File: config.mk
export PLATFORM = sky130hd
export DESIGN_NAME = regression_controller
export DESIGN_NICKNAME = d
export VERILOG_FILES = /design/src/rtl/regression_controller.sv
export SDC_FILE = /design/constraint.sdc
export NUM_CORES = 1
export LEC_CHECK = 0
export ABC_AREA = 0
export CAP_MARGIN = 5
export CORE_MARGIN = 2
export CORE_UTILIZATION = 35
export CTS_CLUSTER_SIZE = 24
export DETAILED_ROUTE_END_ITERATION = 8
export GPL_ROUTABILITY_DRIVEN = 1
export PLACE_DENSITY_LB_ADDON = 0.2
export SYNTH_ARGS = -nofsm -noshare
export SYNTH_HDL_FRONTEND = slang
export SYNTH_SLANG_ARGS = --single-unit
File: constraint.sdc
create_clock -name clk -period 1.7 [get_ports clk]
set_clock_uncertainty 0.1 [all_clocks]
set_input_delay 0.425 -clock clk [delete_from_list [all_inputs] [get_ports clk]]
set_output_delay 0.425 -clock clk [all_outputs]
set_load 0.01 [all_outputs]
File: src/rtl/regression_controller.sv
// regression_controller: sequences the linear-regression coefficient datapath.
// Pass 1 accumulates raw x/y to form the means, pass 2 accumulates the
// products for Sxx/Sxy, then the result is held with done until restarted.
// Optional feature macro: REGRESSION_CTRL_ABORT_EN adds an abort input that
// returns any busy state to IDLE.
module regression_controller #(
   parameter int unsigned N      = 150,
   parameter int unsigned ADDR_W = 8
) (
   input  logic              clk,
   input  logic              rst,
   input  logic              start,
`ifdef REGRESSION_CTRL_ABORT_EN
   input  logic              abort,
`endif
   output logic [ADDR_W-1:0] addr,
   output logic              mean_en,
   output logic              rst_temps,
   output logic              rst_means,
   output logic              load_temps,
   output logic              load_mean_x,
   output logic              load_mean_y,
   output logic              select_150,
   output logic              select_y,
   output logic              busy,
   output logic              done
);

   typedef enum logic [2:0] {
      StIdle,
      StInit,
      StSum,
      StMeanX,
      StMeanY,
      StClr,
      StSsum,
      StDone
   } state_t;

   localparam logic [ADDR_W-1:0] LastIdx = ADDR_W'(N - 1);

   state_t            state_q, state_d;
   logic [ADDR_W-1:0] index_q, index_d;
   logic              in_busy;

   // IDLE and DONE are the only states where the host owns the datapath.
   assign in_busy = (state_q != StIdle) && (state_q != StDone);

   // State and sample-index registers.
   always_ff @(posedge clk or posedge rst) begin
      if (rst) begin
         state_q <= StIdle;
         index_q <= '0;
      end else begin
         state_q <= state_d;
         index_q <= index_d;
      end
   end

   // Next-state and index sequencing; start is only honoured when not busy.
   always_comb begin
      state_d = state_q;
      index_d = index_q;
      unique case (state_q)
         StIdle: begin
            if (start) begin
               state_d = StInit;
               index_d = '0;
            end
         end
         StInit: begin
            state_d = StSum;
            index_d = '0;
         end
         StSum: begin
            if (index_q == LastIdx) begin
               index_d = '0;
               state_d = StMeanX;
            end else begin
               index_d = index_q + 1'b1;
            end
         end
         StMeanX: state_d = StMeanY;
         StMeanY: state_d = StClr;
         StClr:   state_d = StSsum;
         StSsum: begin
            if (index_q == LastIdx) begin
               index_d = '0;
               state_d = StDone;
            end else begin
               index_d = index_q + 1'b1;
            end
         end
         StDone: begin
            if (start) begin
               state_d = StInit;
               index_d = '0;
            end
         end
         default: begin
            state_d = StIdle;
            index_d = '0;
         end
      endcase
`ifdef REGRESSION_CTRL_ABORT_EN
      // Abort overrides every normal transition while a regression runs.
      if (abort && in_busy) begin
         state_d = StIdle;
         index_d = '0;
      end
`endif
   end

   // Moore output decode from state plus index.
   always_comb begin
      addr        = index_q;
      mean_en     = 1'b0;
      rst_temps   = 1'b0;
      rst_means   = 1'b0;
      load_temps  = 1'b0;
      load_mean_x = 1'b0;
      load_mean_y = 1'b0;
      select_150  = 1'b0;
      select_y    = 1'b0;
      busy        = in_busy;
      done        = 1'b0;
      unique case (state_q)
         StIdle: ;
         StInit: begin
            rst_temps = 1'b1;
            rst_means = 1'b1;
         end
         StSum: begin
            mean_en    = 1'b1;
            load_temps = 1'b1;
         end
         StMeanX: begin
            select_150  = 1'b1;
            load_mean_x = 1'b1;
         end
         StMeanY: begin
            select_150  = 1'b1;
            select_y    = 1'b1;
            load_mean_y = 1'b1;
         end
         StClr: rst_temps = 1'b1;
         StSsum: load_temps = 1'b1;
         StDone: begin
            // Keep the dividend on the y accumulator so beta outputs stay stable.
            select_y = 1'b1;
            done     = 1'b1;
         end
         default: ;
      endcase
   end

endmodule

=== Yosys cells after proc, flatten, opt, wreduce, memory -nomap -nowiden ===
Cells that the tools add are included.

* $add $sub $neg: 1
* Reductions and logical operators: 11
* Equal/unequal tests: 12
* Multiplexer cells: 16

{| class="wikitable"
|+ Operators with widths
! operator !! number
|-
| $pmux W8 S3 || 1
|-
| $pmux W3 S7 || 1
|-
| $mux W8 || 2
|-
| $eq A3 B3 Y1 const B || 4
|-
| $reduce_or A2 Y1 || 5
|-
| $mux W1 || 9
|-
| $mux W3 || 3
|-
| $add A8 B1 Y8 const B || 1
|-
| $eq A8 B8 Y1 const B || 1
|-
| $eq A3 B2 Y1 const B || 2
|-
| $reduce_bool A3 Y1 || 2
|-
| $ne A2 B2 Y1 const B || 2
|-
| $eq A3 B1 Y1 const B || 1
|-
| $logic_not A3 Y1 || 1
|-
| $ne A3 B3 Y1 const B || 1
|-
| $reduce_and A3 Y1 || 1
|-
| $ne A2 B1 Y1 const B || 1
|-
| $reduce_and A2 Y1 || 1
|-
| $logic_and A1 B1 Y1 || 1
|}

* Register bits: 11
* Output and inout bits: 18

=== Logic depth before layout (Yosys ltp) ===
Gate-level depths: netlist (run 1).

* Word-level depth: 4
* Mapped depth: 6
* Gate-level depth less buffers: 6

=== Worst setup path before layout (run 1) ===
OpenSTA, ideal clock, no wires.

* Path kind: flip-flop to flip-flop
* Start point: register index_q[1], in the netlist addr[1]
* End point: register index_q[5], in the netlist addr[5]
* Data arrival time: 1.453 ns
* Clock period less this slack: 1.647 ns
* Library setup time: 0.094 ns
* Buffers on the path: 0
* Path slack: 0.053 ns
* Cell stages (with the launch flop): 7
* Cells stage by stage: dfrtp_1 > inv_1 > ha_1 > and4b_1 > a31oi_2 > inv_1 > a211oi_1

* Word-level cells in the longest chain between the ends: 3
* Elaborated cells between the ends (all ways): 4
* Classes of those cells: add/sub: 1; eq/ne: 1; mux: 2

{| class="wikitable"
|+ Ends and longest elaborated chain
! item !! RTL line !! text
|-
| start, declared || 43 || <nowiki>logic [ADDR_W-1:0] index_q, index_d;</nowiki>
|-
| start signal, assigned || 56 || <nowiki>index_q <= index_d;</nowiki>
|-
| $add A8 B1 Y8 or $eq A8 B8 Y1 (tied branches) || n/a ||
|-
| $mux W8 (*) || 76, 87 ||
|-
| $pmux W8 S3 (*) || 64 || <nowiki>unique case (state_q)</nowiki>
|}

Every way passes the cells marked *; elsewhere a longest branch is shown, timed or not.
A chain may end at the register's enable or synchronous reset.

=== Final worst setup path (run 1) ===
* Start point: register state_q[0]
* End point: output select_y

* Word-level cells in the longest chain between the ends: 3
* Elaborated cells between the ends (all ways): 4
* Classes of those cells: eq/ne: 2; mux: 1; reduce/logical: 1

{| class="wikitable"
|+ Ends and longest elaborated chain
! item !! RTL line !! text
|-
| start, declared || 42 || <nowiki>state_t state_q, state_d;</nowiki>
|-
| start signal, assigned || 52 || <nowiki>state_q <= StIdle;</nowiki>
|-
| start signal, assigned || 55 || <nowiki>state_q <= state_d;</nowiki>
|-
| $eq A3 B3 Y1 || 127 || <nowiki>unique case (state_q)</nowiki>
|-
| $reduce_or A2 Y1 (no source line) (*) || n/a ||
|-
| $mux W1 (*) || 127 ||
|-
| end, declared || 24 || <nowiki>output logic select_y,</nowiki>
|}

Marks and branches as above.

==> results of run 1 <==
[cell usage in the layout (no fill, tap or decap), drive strengths merged]
master         count
a211oi             1
a21boi             1
a21o               1
a21oi              5
a22oi              1
a31oi              5
and3               2
and4               1
and4b              1
buf               31
clkbuf             5
clkdlybuf4s15      1
clkdlybuf4s50      2
dfrtp             11
dlygate4sd2        5
dlymetal6s2s       3
ha                 2
inv               10
mux2               1
mux2i              1
nand2              5
nand2b             1
nand3              2
nand3b             1
nand4              1
nor2              11
nor3               4
o21ai              4
o21bai             1
o22ai              4
or2                1
or3                1
[power by group through the flow]
stage                     Clock (W)  Combinational (W)  Sequential (W)
final                      0.000184          0.0000173        0.000264
after global routing       0.000201          0.0000197        0.000264
after CTS                  0.000188          0.0000174        0.000264
after detailed placement          0          0.0000181        0.000269
after global placement            0          0.0000179        0.000269
after floorplan                   0         0.00000552        0.000269
[metrics by stage]
stage	std cells	utilization, %
finish	151	65.5
global route	151	65.5
CTS	150	61.4
detailed placement	140	56.8
global placement	140	56.8
floorplan	82	-
[cell type report]
cell class | instances | area (sq um)
fillers | 162 | 616
repair buffers | 43 | 364
multi-input cells | 58 | 424
flip-flops and latches | 11 | 282
inverters | 10 | 40.0
well taps | 25 | 31.3
clock buffers | 4 | 26.3
[logic make-up (layout without fill, tap and decap cells)]
kind of cell	after synthesis	count (layout)	synth area share, %
and+or+nand+nor	31	31	22.6
AOI/OAI and AO/OA	23	23	21.3
buffers and inverters	13	57	8.44
DFF	11	11	40.4
adders and majority gates	2	2	3.67
muxes	2	2	3.67
[worst min-delay path by stage]
stage,cells past startpoint,slack (ns),end
after floorplan,1,0.18,addr[0]
after global placement,1,0.43,addr[6]
after detailed placement,1,0.43,addr[6]
after CTS,2,0.36,addr[5]
after global routing,2,0.40,addr[2]
final,2,0.35,addr[3]
[per-layer routing]
layer	track usage, %	wire length [um]
met5	0	0
met3	5.93	92
met2	26.8	902
met4	2.16	7
met1	23.7	883
[worst max-delay path: cells and delay by family, from the launching register on]
kind                   cells  cell delay, ns
and+or+nand+nor            2            0.42
buffers and inverters      1            0.12
DFF                        1            0.45
[state kept, by name, summed over array words and instances (netlist names)]
| signal | cells |
|---|---|
| addr | 8 |
| state_q | 3 |
[timing repair]
action | in CTS | in global routing
setup endpoints to repair | 19 | 19
resized for setup | 55 | 27
pin swaps | 5 | 9
setup buffers | 6 | 1
==> results.md, run 1 <==
* Run status: finished with violations
* Failing checks: setup timing
* Combinational Power Share at between 3 and 4%
* Hpwl dp at 1260 um
* Slowest-stage cell, CP: dfrtp_2
* Int Pwr at 0.000361 W
* Net Sw Frac at 22.4%
* Area after DPL at 1010 sq um
* DR pass1 iterations at 4
* Leakage at 0.577 nW
* Worst IR drop on VDD at 0.331 mV
* Number of DRC markers in iteration 0 at 7
* Final hold violation count at 0
* Switching power at 0.000104 W
* Slowest stage delay, CP at 0.45 ns
* # clock sinks at 11
* Max Clock Freq at 0.559 GHz
* Area growth syn-to-layout at 71.2%
* Post-synthesis sequential area ratio at 40.4%
* Final ANT Viol Nets at 0
* Ys async rst share at 100%
* Synth cell types at 30
* R2R cell count at 6
* First-pass GRT wire length at 2790 um
* Min Tclk post-route at between 1.5 and 2 ns
* Hold-fix buffers, CTS at 0
* Power consumption at about 0.00047 W
* Reg2reg end: addr[7]
* Die Wd at 48.1 um
* Grt total ovfl at 0
* Slew Limit Headroom at 69.7%
* CTS clk-pin slew, worst paths at 0.07 ns
* Worst r2r src: state_q[0]
* Max Buffers Root-to-Sink at 2
* Syn Area/Cell at 8.32 sq um
* Post-synth EDFFs at 0
* Commonest cells in the synthesized netlist: dfrtp_1 (11), nor2_1 (11), inv_1 (10), a21oi_1 (5), nand2_1 (5)
* Post-Syn Instances at slightly above 80
* Max-cap violation count at 0
* #FFs+latches synth at 11
* Clk_lat worst skew at between 0.2 and 0.3 ns
* Avg Vias per Cell at 4.96
* Worst setup EP type: output port
* Cell Pwr Density at 399 nW/um^2
* CTS root buf: clkbuf_4
* Fraction of layout cells with a size suffix above 1 at approximately 49%
* Cell area after synthesis at slightly below 700 sq um
* Number of global-route vias before repair at 670
* Routability Congestion at 0.795
* Final #Nets at approximately 130
* Worst setup path end: select_y
* Req. time, crit path at 1.17 ns
* Max-slew violations at 0
* Class of the worst hold path: in -> async
* CTS tree: yes
* I/O Buffers at 20
* Critical path startpoint category: flop
* Dpl ws at -0.279 ns
* Cell Rows at 15
* Initial Util at 38.2%
* Ys Warns at 0
* Final WS setup at -0.0877 ns
* Core Box Area at 1780 sq um
* Top-area cell type share of the netlist area at 40.4%
* Clock share of power at 39.6%
* Die Ht at 48.1 um
* Routed wire length at 1890 um
* Register share of total power at 56.7%
* # DRC at 0
* Vias post-DR at 749
* Unrepaired setup endpoints after global routing: yes
* Largest net degree at the start of global routing at 12
* WL per Instance at roughly 12 um
* Worst hold slack at around 0.35 ns
* Post-route cell area at between 1000 and 1500 sq um
* Synth Flop Type: dfrtp_1
* Arr. time, crit path at 1.26 ns
* Crit Path Class: reg -> out
* Die area at 2320 sq um
* Total GRT Usage at 17.2%
* H-tree depth at 1
* Synth top area cells: dfrtp_1 (40%), nor2_1 (6.1%), inv_1 (5.5%), a21oi_1 (3.7%), a31oi_1 (3.7%)
* Crit path launch: state_q[0]
* Worst-path cell chain: and3_4 -> or2_4 -> buf_6
* R2r setup slk at -0.07 ns
* Yosys top cell by area: dfrtp_1
* I/O Pins at 21
* TritonCTS buffer count at 3
* Ant diodes at 0
* Final Setup Violations at 5
* Worst-margin pin slew at 0.454 ns
* Mapped Nets at 87
* Final period util at 105%
* Fin Setup TNS at -0.287 ns
* CP max FO at 5
* Initial antenna violation count at 0
Note: power is estimated with default switching activity, not from simulation.
==> run 2: changes to the inputs <==
- CORE_UTILIZATION: 35 -> 44
- clock period: 1.7 -> 1.9 ns (I/O delays scaled with it)
==> results.md, run 2 (synthesis gave the netlist of run 1 again) <==
* Routability Congestion at 0.843 (+6.0%)
* Switching power at 0.0000828 W (-20%)
* Min Tclk post-route at between 1.5 and 2 ns
* Reg2reg end: addr[3]
* Initial antenna violation count at 0 (unchanged)
* Grt total ovfl at 0 (unchanged)
* Worst hold slack at 0.399 ns (+0.0502 ns)
* Unrepaired setup endpoints after global routing: yes
* H-tree depth at 1 (unchanged)
* Int Pwr at 0.000324 W (-10%)
* Combinational Power Share at 3.9% (+0.2 points)
* Max FFs per register at 8 (unchanged)
* CP max FO at 4 (-1)
* Vias post-DR at 737 (-1.6%)
* Final hold violation count at 0 (unchanged)
* Final period util at between 90% and 100%
* I/O Buffers at 20 (unchanged)
* Fraction of layout cells with a size suffix above 1 at 29.3% (-20 points)
* Clk_lat worst skew at 0.26 ns (about the same)
* Leakage at 0.490 nW (-15%)
* # DRC at 0 (unchanged)
* Final #Nets at 122 (-7.6%)
* Die Wd at 43.4 um (-9.9%)
* CTS tree: yes
* I/O Pins at 21 (unchanged)
* Crit Path Class: reg -> out
* Slowest-stage cell, CP: dfrtp_2
* CTS root buf: clkbuf_4
* # clock sinks at 11 (unchanged)
* Routed wire length at 1800 um (-4.9%)
* Worst setup EP type: output port
* R2R cell count at 7 (+1)
* Number of DRC markers in iteration 0 at 16 (+9)
* Cell Pwr Density at 396 nW/um^2 (-0.58%)
* Run status: finished clean
* Slowest stage delay, CP at 0.44 ns (about the same)
* Placed insts at 127 (-9.3%)
* Max-cap violation count at 0 (unchanged)
* Final ANT Viol Nets at 0 (unchanged)
* Initial Util at 46.3% (+8.1 points)
* Max-slew violations at 0 (unchanged)
* Worst IR drop on VDD at 0.519 mV (+57%)
* DR pass1 iterations at 4 (unchanged)
* TritonCTS buffer count at 3 (unchanged)
* Worst-margin pin slew at 0.429 ns (-0.0250 ns)
* Core Box Area at 1470 sq um (-17%)
* Arr. time, crit path at 1.30 ns (+0.04 ns)
* Hpwl dp at 1250 um (-0.73%)
* Largest net degree at the start of global routing at 12 (unchanged)
* Final std cells w/o fill at 132 (-13%)
* Total GRT Usage at 20.4% (+3.2 points)
* Area growth syn-to-layout at 50.5%
* Final Setup Violations at 0 (-5)
* Register share of total power at 58.1% (+1.4 points)
* Net Sw Frac at 20.4% (-2.0 points)
* Number of global-route vias before repair at 717 (+7.0%)
* Die area at 1880 sq um (-19%)
* Cell Rows at 14 (-1)
* Power consumption at 0.000407 W (-13%)
* Die Ht at 43.4 um (-9.9%)
* Most frequent cells in the layout: buf_4 (11), nor2_1 (10), clkdlybuf4s50_1 (10)
* WL per Instance at 13.6 um (+8.8%)
* Crit-path most repeated cell: buf_6
* Req. time, crit path at 1.32 ns (+0.15 ns)
* Worst r2r src: addr[1]
* CTS clk-pin slew, worst paths at 0.07 ns (about the same)
* Slew Limit Headroom at 71.3% (+1.7 points)
* First-pass GRT wire length at 2930 um (+5.0%)
* Critical path startpoint category: flop
* Max Buffers Root-to-Sink at 2 (unchanged)
* Clock share of power at 38.0% (-1.6 points)
* Hold-fix buffers, CTS at 0 (unchanged)
* R2r setup slk at 0.18 ns (+0.25 ns)
* Commonest non-fill, non-tap cell in the layout: buf_4
* Worst-path cell chain: buf_6 -> and3_4 -> or2_4 -> buf_6
* Avg Vias per Cell at 5.58 (+13%)
* Max Clock Freq at 0.532 GHz
* Class of the worst hold path: in -> async
* Ant diodes at 0 (unchanged)
[run 2: cell types whose count changed in the layout (fill, tap and decap cells not counted), sizes merged]
| cell | delta |
|---|---|
| clkdlybuf4s15 | -1 |
| dlymetal6s2s | -2 |
| clkdlybuf4s50 | +8 |
| buf | -15 |
[run 2: power groups by stage]
stage	Clock, W	Sequential (W)	Combinational, W
detailed placement	0	0.000241	0.0000161
floorplan	0	0.000241	0.00000494
finish	0.000154	0.000236	0.0000160
CTS	0.000160	0.000236	0.0000160
global route	0.000172	0.000236	0.0000180
global placement	0	0.000241	0.0000158
[run 2: timing repair]
item	4_1_cts	5_1_grt
hold endpoints to repair	0	0
setup buffers	1	0
gates resized for setup	16	20
setup endpoints to repair	12	10
[run 2: worst max-delay path: cells and delay by family, from the launching register on]
kind,cells,cell delay [ns]
buffers and inverters,2,0.25
flip-flops,1,0.44
AND/OR/NAND/NOR,2,0.36
[run 2: area by class of cell]
cell class / count / area, sq um
Fill cell: 115 / 445
Tap cell: 16 / 20.0
Multi-Input combinational cell: 58 / 372
Timing Repair Buffer: 33 / 288
Inverter: 10 / 37.5
Clock buffer: 4 / 26.3
Sequential cell: 11 / 283
[run 2: how the worst max path moves through the flow]
stage / from / endpoint / slack [ns] / cells after the start
2_1_floorplan: addr[1] / addr[5] / 0.25 / 6
3_3_place_gp: start / addr[7] / -0.1 / 5
3_5_place_dp: start / addr[7] / -0.15 / 5
4_1_cts: state_q[1] / load_mean_y / -0.19 / 4
5_1_grt: state_q[1] / select_y / -0.03 / 4
6_report: state_q[1] / select_y / 0.02 / 4
[run 2: layer usage]
metal  GRT usage (%)  up-vias  wire length, um
met4            7.88        0                0
met1            27.2      353              828
met3            6.25        0               94
met5               0        -                0
li1                -      360                -
met2            31.3       24              872
[run 2: through the flow]
step	util, %	worst slack, ns	cell area [sq um]	setup TNS (ns)
6_report	69.7	0.0214	1030	0
5_1_grt	69.7	-0.0265	1030	-0.0275
4_1_cts	67.7	-0.190	996	-0.235
3_5_place_dp	66.1	-0.153	972	-0.412
3_3_place_gp	66.1	-0.0966	972	-0.218
2_1_floorplan	-	0.253	682	0
==> run 3: changes to the inputs <==
- PLACE_DENSITY: default -> 0.76
- PLACE_DENSITY_LB_ADDON: 0.2 -> default
==> results.md, run 3 (synthesis gave the netlist of run 1 again) <==
* Final period util at 98.0% (-0.90 points)
* Placed insts at 127 (unchanged)
* Commonest non-fill, non-tap cell in the layout: buf_4
* Max-slew violations at 0 (unchanged)
* Max Clock Freq at 0.537 GHz (+0.92%)
* WL per Instance at 14.2 um (+4.5%)
* Hpwl dp at 1260 um (+1.2%)
* Largest net degree at the start of global routing at 12 (unchanged)
* Worst r2r src: state_q[0]
* Cell Rows at 14 (unchanged)
* # clock sinks at 11 (unchanged)
* Min Tclk post-route at 1.86 ns (-0.0171 ns)
* Final ANT Viol Nets at 0 (unchanged)
* Vias post-DR at 759 (+3.0%)
* Most frequent cells in the layout: buf_4 (14), nor2_1 (10), clkdlybuf4s50_1 (10)
* Worst-path cell chain: buf_4 -> buf_4 -> buf_4 -> a21boi_1 -> mux2_4 -> or3_1 -> a22oi_2
* Final std cells w/o fill at 134 (+1.5%)
* Avg Vias per Cell at 5.66 (+1.4%)
* First-pass GRT wire length at 3150 um (+7.8%)
* Die area at 1880 sq um (unchanged)
* Area growth syn-to-layout at 53.0%
* TritonCTS buffer count at 3 (unchanged)
* Slew Limit Headroom at 70.6% (-0.76 points)
* Power consumption at 0.000421 W (+3.5%)
* Slowest-stage cell, CP: dfrtp_2
* Initial Util at 46.3% (unchanged)
* Worst setup EP type: flop
* CTS clk-pin slew, worst paths at 0.08 ns (about the same)
* Arr. time, crit path at 1.96 ns (+0.66 ns)
* Final hold violation count at 0 (unchanged)
* Fraction of layout cells with a size suffix above 1 at 38.1% (+8.8 points)
* I/O Buffers at 20 (unchanged)
* Number of global-route vias before repair at 726 (+1.3%)
* CTS tree: yes
* Crit Path Class: reg -> reg
* Slowest stage delay, CP at 0.46 ns (+0.02 ns)
* Met2 WL post-DR at 879 um (+0.80%)
* Cell Pwr Density at 403 nW/um^2 (+1.7%)
* Clk_lat worst skew at 0.27 ns (about the same)
* Final Util at 70.9% (+1.2 points)
* Crit path launch: state_q[0]
* Core Box Area at 1470 sq um (unchanged)
* Initial antenna violation count at 0 (unchanged)
* DR pass1 iterations at 4 (unchanged)
* Class of the worst hold path: in -> async
* Crit-path most repeated cell: buf_4
* Die Ht at 43.4 um (unchanged)
* Met1 Wirelength at 829 um (+0.12%)
* Total GRT Usage at 22.4% (+1.9 points)
* Met3 routed WL at 132 um (+40%)
* Req. time, crit path at 2.00 ns (+0.68 ns)
* R2r setup slk at 0.04 ns (-0.14 ns)
* CP max FO at 6 (+2)
* Unrepaired setup endpoints after global routing: yes
* CTS root buf: clkbuf_4
* Number of DRC markers in iteration 0 at 42 (+26)
* Uppermost routed layer: met4
* Run status: finished clean
* Ant diodes at 0 (unchanged)
* Max Buffers Root-to-Sink at 2 (unchanged)
* Leakage at 0.479 nW (-2.2%)
* Grt total ovfl at 0 (unchanged)
* Worst-margin pin slew at 0.441 ns (+0.0113 ns)
* Max-cap violation count at 0 (unchanged)
* Routability Congestion at 0.826 (-2.0%)
* Worst IR drop on VDD at 0.385 mV (-26%)
* Routed wire length at 1900 um (+6.1%)
* Die Wd at 43.4 um (unchanged)
* H-tree depth at 1 (unchanged)
* Final Setup Violations at 0 (unchanged)
* # DRC at 0 (unchanged)
* Max FFs per register at 8 (unchanged)
* I/O Pins at 21 (unchanged)
* Critical path startpoint category: flop
* Final #Nets at 124 (+1.6%)
-- run 3: cell types whose count changed in the layout (fill, tap and decap cells not counted), sizes merged --
cell,change
dlygate4sd2,-2
buf,+3
clkbuf,+2
dlymetal6s2s,-1
-- run 3: through the flow --
stage          setup slack [ns]  area, sq um  setup TNS (ns)  hold WS [ns]
6_report                 0.0385         1040               0         0.402
5_1_grt                 -0.0146         1040         -0.0299         0.442
4_1_cts                  -0.106         1010          -0.127         0.409
3_5_place_dp             -0.159          972          -0.638         0.431
3_3_place_gp             -0.128          972          -0.401         0.431
2_1_floorplan             0.253          682               0         0.227
-- run 3: metal layers --
layer | vias up | track usage, %
li1 | 362 | -
met2 | 34 | 31.0
met1 | 355 | 31.6
met3 | 8 | 4.17
met4 | 0 | 15.2
met5 | - | 0
-- run 3: layout make-up --
| class | instances | area, sq um |
|---|---|---|
| Clock buffer | 4 | 26.3 |
| Fill cell | 117 | 428 |
| Inverter | 10 | 37.5 |
| Multi-Input combinational cell | 58 | 393 |
| Sequential cell | 11 | 283 |
| Tap cell | 16 | 20.0 |
| Timing Repair Buffer | 35 | 284 |
-- run 3: critical path: cells and delay by family (launching register included) --
kind / cells / cell delay (ns)
buf+inv: 3 / 0.40
compound gates: 2 / 0.25
simple gates: 1 / 0.32
flops: 1 / 0.46
mux: 1 / 0.27
-- run 3: what timing repair did --
action / in CTS / in global routing
gates resized for setup: 29 / 20
endpoints found under the setup margin: 13 / 10
hold buffers: 0 / 0
setup buffers: 3 / 0
pin swaps: 2 / 2
-- run 3: power breakdown --
part | switching (W) | internal [W] | total (W)
Sequential | 0.00000147 | 0.000235 | 0.000236
Combinational | 0.00000881 | 0.00000941 | 0.0000182
Clock | 0.0000848 | 0.0000814 | 0.000166
Total | 0.0000951 | 0.000326 | 0.000421
-- run 3: path summary, 6_finish.rpt --
path | endpoint | cells past startpoint
min in group clk | addr[6] | 1
setup / recovery | addr[7] | 7
hold / removal | addr[3] | 2
max in group asynchronous | addr[2] | 2
setup reg to reg | addr[7] | 7
hold reg to reg | addr[6] | 1
==> variant 1 (settings of run 3) <==
Re-encode `state_t` (8 states) as one-hot, 8 bits wide.
--- a/src/rtl/regression_controller.sv
+++ b/src/rtl/regression_controller.sv
@@ -27,13 +27,13 @@
 );
 
-   typedef enum logic [2:0] {
-      StIdle,
-      StInit,
-      StSum,
-      StMeanX,
-      StMeanY,
-      StClr,
-      StSsum,
-      StDone
+   typedef enum logic [7:0] {
+      StIdle  = 8'b00000001,
+      StInit  = 8'b00000010,
+      StSum   = 8'b00000100,
+      StMeanX = 8'b00001000,
+      StMeanY = 8'b00010000,
+      StClr   = 8'b00100000,
+      StSsum  = 8'b01000000,
+      StDone  = 8'b10000000
    } state_t;
 
Behaviour: no difference found for any inputs over 10 cycles, from zero or initial values and one cycle with rst high; not proved beyond that.
==> variant 1 against run 3 <==
The flow now finishes with violations (negative setup slack). Total power increased to 4.1 times the old value. Final cell count increased by 41%. Area after synthesis increased by 50%. Setup slack got worse by 0.82 ns. Routed wire length increased by 53%. Clock power increased by 36%. Final area increased by 64%. Non-clock buffer count increased by 24. Sequential cell count increased by 5.
==> variant 1: results (changes against run 3) <==
* Outcome: complete, but fails checks
* Failing checks: negative setup slack
* Top cells by area, synth: dfrtp_1, a221o_1, nor2_1
* Hold WC Path Type: input port to asynchronous set/reset pin
* Post-synth top cells: dfrtp_1, nor2_1, inv_1
* DRT iter0 DRCs at 13 (-69%)
* Layout cells sized above 1 at 55.3% (+17 points)
* Final #Nets at 167 (+35%)
* Peak supply drop at 722 µV (+87%)
* Leak Pwr at 0.859 nW (+79%)
* Endpoints failing setup at 24 (+24)
* Clock-pin slew on the worst setup and hold paths at 0.09 ns
* Crit-path max FO at 2 (-4)
* Final worst slack at -0.780 ns (-0.818 ns)
* H-tree levels at 1 (unchanged)
* FILL cells at 144 (+23%)
* Clock root cell: clkbuf_4
* Drt via density at 5.40 (-4.6%)
* Total Routing Usage GR at 21.6% (-0.75 points)
* Worst skew pair latency at 0.29 ns (+0.02 ns)
* Seq/Total Area, Yosys at 39.2% (-1.2 points)
* Clock buffer count from CTS at 3 (unchanged)
* Final Wtd Congestion at 0.823 (-0.42%)
* CP max stage delay at 0.54 ns (+0.08 ns)
* TritonRoute pass-1 iters at 4 (unchanged)
* Total wire length at 2920 µm (+53%)
* Warnings, synthesis at 0 (unchanged)
* Vias in the first global route at 913 (+26%)
* Port bufs at 20 (unchanged)
* Clk buf depth at 2 (unchanged)
* Data arrival, critical path at 2.10 ns (+0.14 ns)
* Inserted Diodes at 0 (unchanged)
* Post-Syn Nets at 108 (+24%)
* Share of flip-flops with an asynchronous set or reset at 100% (unchanged)
* Slowest CP cell: or4_4
* Worst R2R Path Depth at 6 (-1)
* Dpl hpwl at 1750 µm (+39%)
* Initial antenna violation count at 0 (unchanged)
* First-pass GRT wire length at 4220 µm (+34%)
* Post-Place Worst Slack at -0.902 ns (-0.742 ns)
* Distinct cells, synth at 42 (+40%)
* Worst-margin pin slew at 0.384 ns (-0.0568 ns)
* Pin count of the biggest net entering global routing at 17 (+5)
-- variant 1: changes by cell type after synthesis, sizes merged, moves of 4 or more --
cell | before | now
a31oi | 5 | 0
a21oi | 5 | 1
dfrtp | 11 | 15
a221o | 0 | 4
and3 | 2 | 6
-- variant 1: per-stage QoR --
step / instance area [µm²] / std cells / util, % / TNS [ns]
floorplan: 1060 / 103 / - / -2.20
global placement: 1420 / 166 / 64.0 / -8.47
detailed placement: 1420 / 166 / 64.0 / -9.11
CTS: 1560 / 177 / 70.4 / -9.43
global route: 1710 / 189 / 77.5 / -10.35
finish: 1710 / 189 / 77.5 / -9.19
-- variant 1: what timing repair did --
| action | 4_1_cts | 5_1_grt |
|---|---|---|
| resized for setup | 60 | 19 |
| pin swaps | 8 | 9 |
| endpoints found under the setup margin | 26 | 31 |
| buffers inserted | 7 | 14 |
-- variant 1: routing by layer --
layer  global-route usage, %  routed length, µm  part of all wire (%)  up-vias
met5                       0                  0                     0        -
met4                    7.69                 79                   2.7        0
met3                    6.86                 93                   3.2        8
met2                    31.9               1440                    50       15
met1                    29.7               1300                    45      506
li1                        -                  -                     -      492
-- variant 1: path summary, 6_finish.rpt --
kind	slack [ns]	startpoint	end
max reg2reg	-0.50	state_q[3]	state_q[7]
max	-0.78	state_q[3]	mean_en
max in group asynchronous	1.06	rst	state_q[0]
min	0.39	rst	addr[3]
min in group clk	0.50	addr[1]	addr[1]
min reg2reg	0.50	addr[1]	addr[1]
-- variant 1: critical path, delay by kind of cell (launching register included) --
family	cells	cell delay [ns]
buffers and inverters	2	0.15
DFF	1	0.39
and+or+nand+nor	3	1.27
-- variant 1: power breakdown --
part           switching (W)  total (W)  internal, W
combinational       0.000475    0.00110     0.000623
sequential         0.0000250   0.000410     0.000385
clock               0.000108   0.000225     0.000117
-- variant 1: kinds of logic after synthesis --
logic type / Yosys count / synth area share, %
AO/OA/AOI/OAI: 17 / 16.0
XOR/XNOR: 6 / 5.13
adder cells (fa/ha/maj): 2 / 2.44
buffers and inverters: 12 / 5.25
flip-flops: 16 / 39.2
multiplexers: 2 / 2.56
AND/OR/NAND/NOR: 48 / 29.4
-- variant 1: final cells by class --
type	count	area share [%]
multi-input cells	75	38.7
repair buffers	59	31.8
flip-flops and latches	16	23.7
clock buffers	4	2.12
well taps	28	2.04
inverters	7	1.68
==> variant 2 (flow settings as in run 3) <==
Without the edit above. Change the parameter `ADDR_W` from 8 to 9.
--- a/src/rtl/regression_controller.sv
+++ b/src/rtl/regression_controller.sv
@@ -6,5 +6,5 @@
 module regression_controller #(
    parameter int unsigned N      = 150,
-   parameter int unsigned ADDR_W = 8
+   parameter int unsigned ADDR_W = 9
 ) (
    input  logic              clk,
Ports: changed (resized addr); port bits go from 21 to 22. The function was not compared with the original's and may differ.
==> variant 2 against run 3 <==
Setup slack lost 0.034 ns. Sequential share of layout area shrank 0.88 points. Area after synthesis grew 15%. Hold slack lost 0.0074 ns. Sequential cell count grew 1. Count of clock-buffer cells in the layout shrank 1. Final area grew 11%. Critical path depth shrank 3. Global-route usage shrank 3.5 points. Routed wire length shrank 2.2%. Critical path type is now register to output pin. Highest routed layer unchanged.
Power is left out: it rests on default switching activity, and per cell area and clock period it moved more than threefold.
==> variant 2: results (changes against run 3) <==
* Pin count of the biggest net entering global routing at 17 (+5)
* Worst-margin pin slew at 0.439 ns (-0.00144 ns)
* Post-synth top cells: dfrtp_1, a21oi_1, inv_1, nor2_1, o31ai_1
* First-pass GRT wire length at 2900 µm (-8.1%)
* Avg Inst Size Synth at 9.15 µm² (+10%)
* Outcome: complete, no violations
* R2r setup slk at 0.10 ns (+0.06 ns)
* Post-Place Worst Slack at -0.272 ns (-0.112 ns)
* Final worst slack at 0.00489 ns (-0.0336 ns)
* Layout Cells excl Fill at 146 (+9.0%)
* Drt via density at 5.38 (-5.1%)
* Post-Syn Nets at 91 (+4.6%)
* Final #Nets at 128 (+3.2%)
* # Post-CTS Setup Buffers at 0 (-3)
* Port bufs at 21 (+5.0%)
* Data arrival, critical path at 1.32 ns (-0.64 ns)
* Final Wtd Congestion at 0.801 (-3.1%)
* Slowest CP cell: dfrtp_1
* Post-CTS Resized at 27 (-6.9%)
* Total placed cells including tap cells at 143 (+13%)
* Max reg flops at 9 (+1)
* Layout cells sized above 1 at 33.9% (-4.3 points)
* Top cells by area, synth: dfrtp_1, a21oi_1, o31ai_1
* Vias in the first global route at 679 (-6.5%)
* Distinct cells, synth at 33 (+10%)
* CP max stage delay at 0.41 ns (-0.05 ns)
* Seq/Total Area, Yosys at 38.2% (-2.2 points)
* Total Routing Usage GR at 18.9% (-3.5 points)
* Total wire length at 1860 µm (-2.2%)
==> variant 2: through the flow <==
stage | utilization [%] | hold WS [ns] | area [µm²]
after floorplan | - | 0.240 | 787
after detailed placement | 65.1 | 0.452 | 1110
after global routing | 67.6 | 0.474 | 1150
after CTS | 67.0 | 0.414 | 1140
final | 67.6 | 0.394 | 1150
after global placement | 65.1 | 0.430 | 1110
==> variant 2: worst max-delay path, delay by kind of cell, from the launching register on <==
family,cells,cell delay [ns]
AND/OR/NAND/NOR,3,0.52
flip-flops,1,0.41
buffers and inverters,1,0.12
==> variant 2: layer usage <==
layer  wire length (µm)  up-vias  global-route usage [%]
met2                940       21                    27.2
met3                 79        2                    5.88
met1                835      373                    27.5
met5                  0        -                       0
met4                  8        0                    4.00
li1                   -      389                       -
==> variant 2: layout make-up <==
type / count / area [µm²]
fill: 129 / 553
sequential: 12 / 303
inverter: 6 / 22.5
clock buffer: 3 / 22.5
multi-input combinational: 63 / 472
tap: 25 / 31.3
timing repair buffer: 37 / 304
==> variant 2: path summary, 6_finish.rpt <==
check	startpoint	to	cells after the start
worst max-delay path	state_q[0]	select_150	4
worst min-delay path	rst	state_q[1]	2
worst max register to register	state_q[1]	addr[3]	7
worst min register to register	addr[1]	addr[1]	2
max in group asynchronous	rst	addr[3]	2
min in group clk	addr[1]	addr[1]	2
==> variant 2: cells by family (layout without fill, tap and decap cells) <==
logic type | after synthesis | after routing | share of synthesized area, %
flip-flops | 12 | 12 | 38.2
adder cells (fa/ha/maj) | 2 | 2 | 3.18
buffers and inverters | 11 | 46 | 7.47
AND/OR/NAND/NOR | 38 | 38 | 30.8
AO/OA/AOI/OAI | 23 | 23 | 20.4
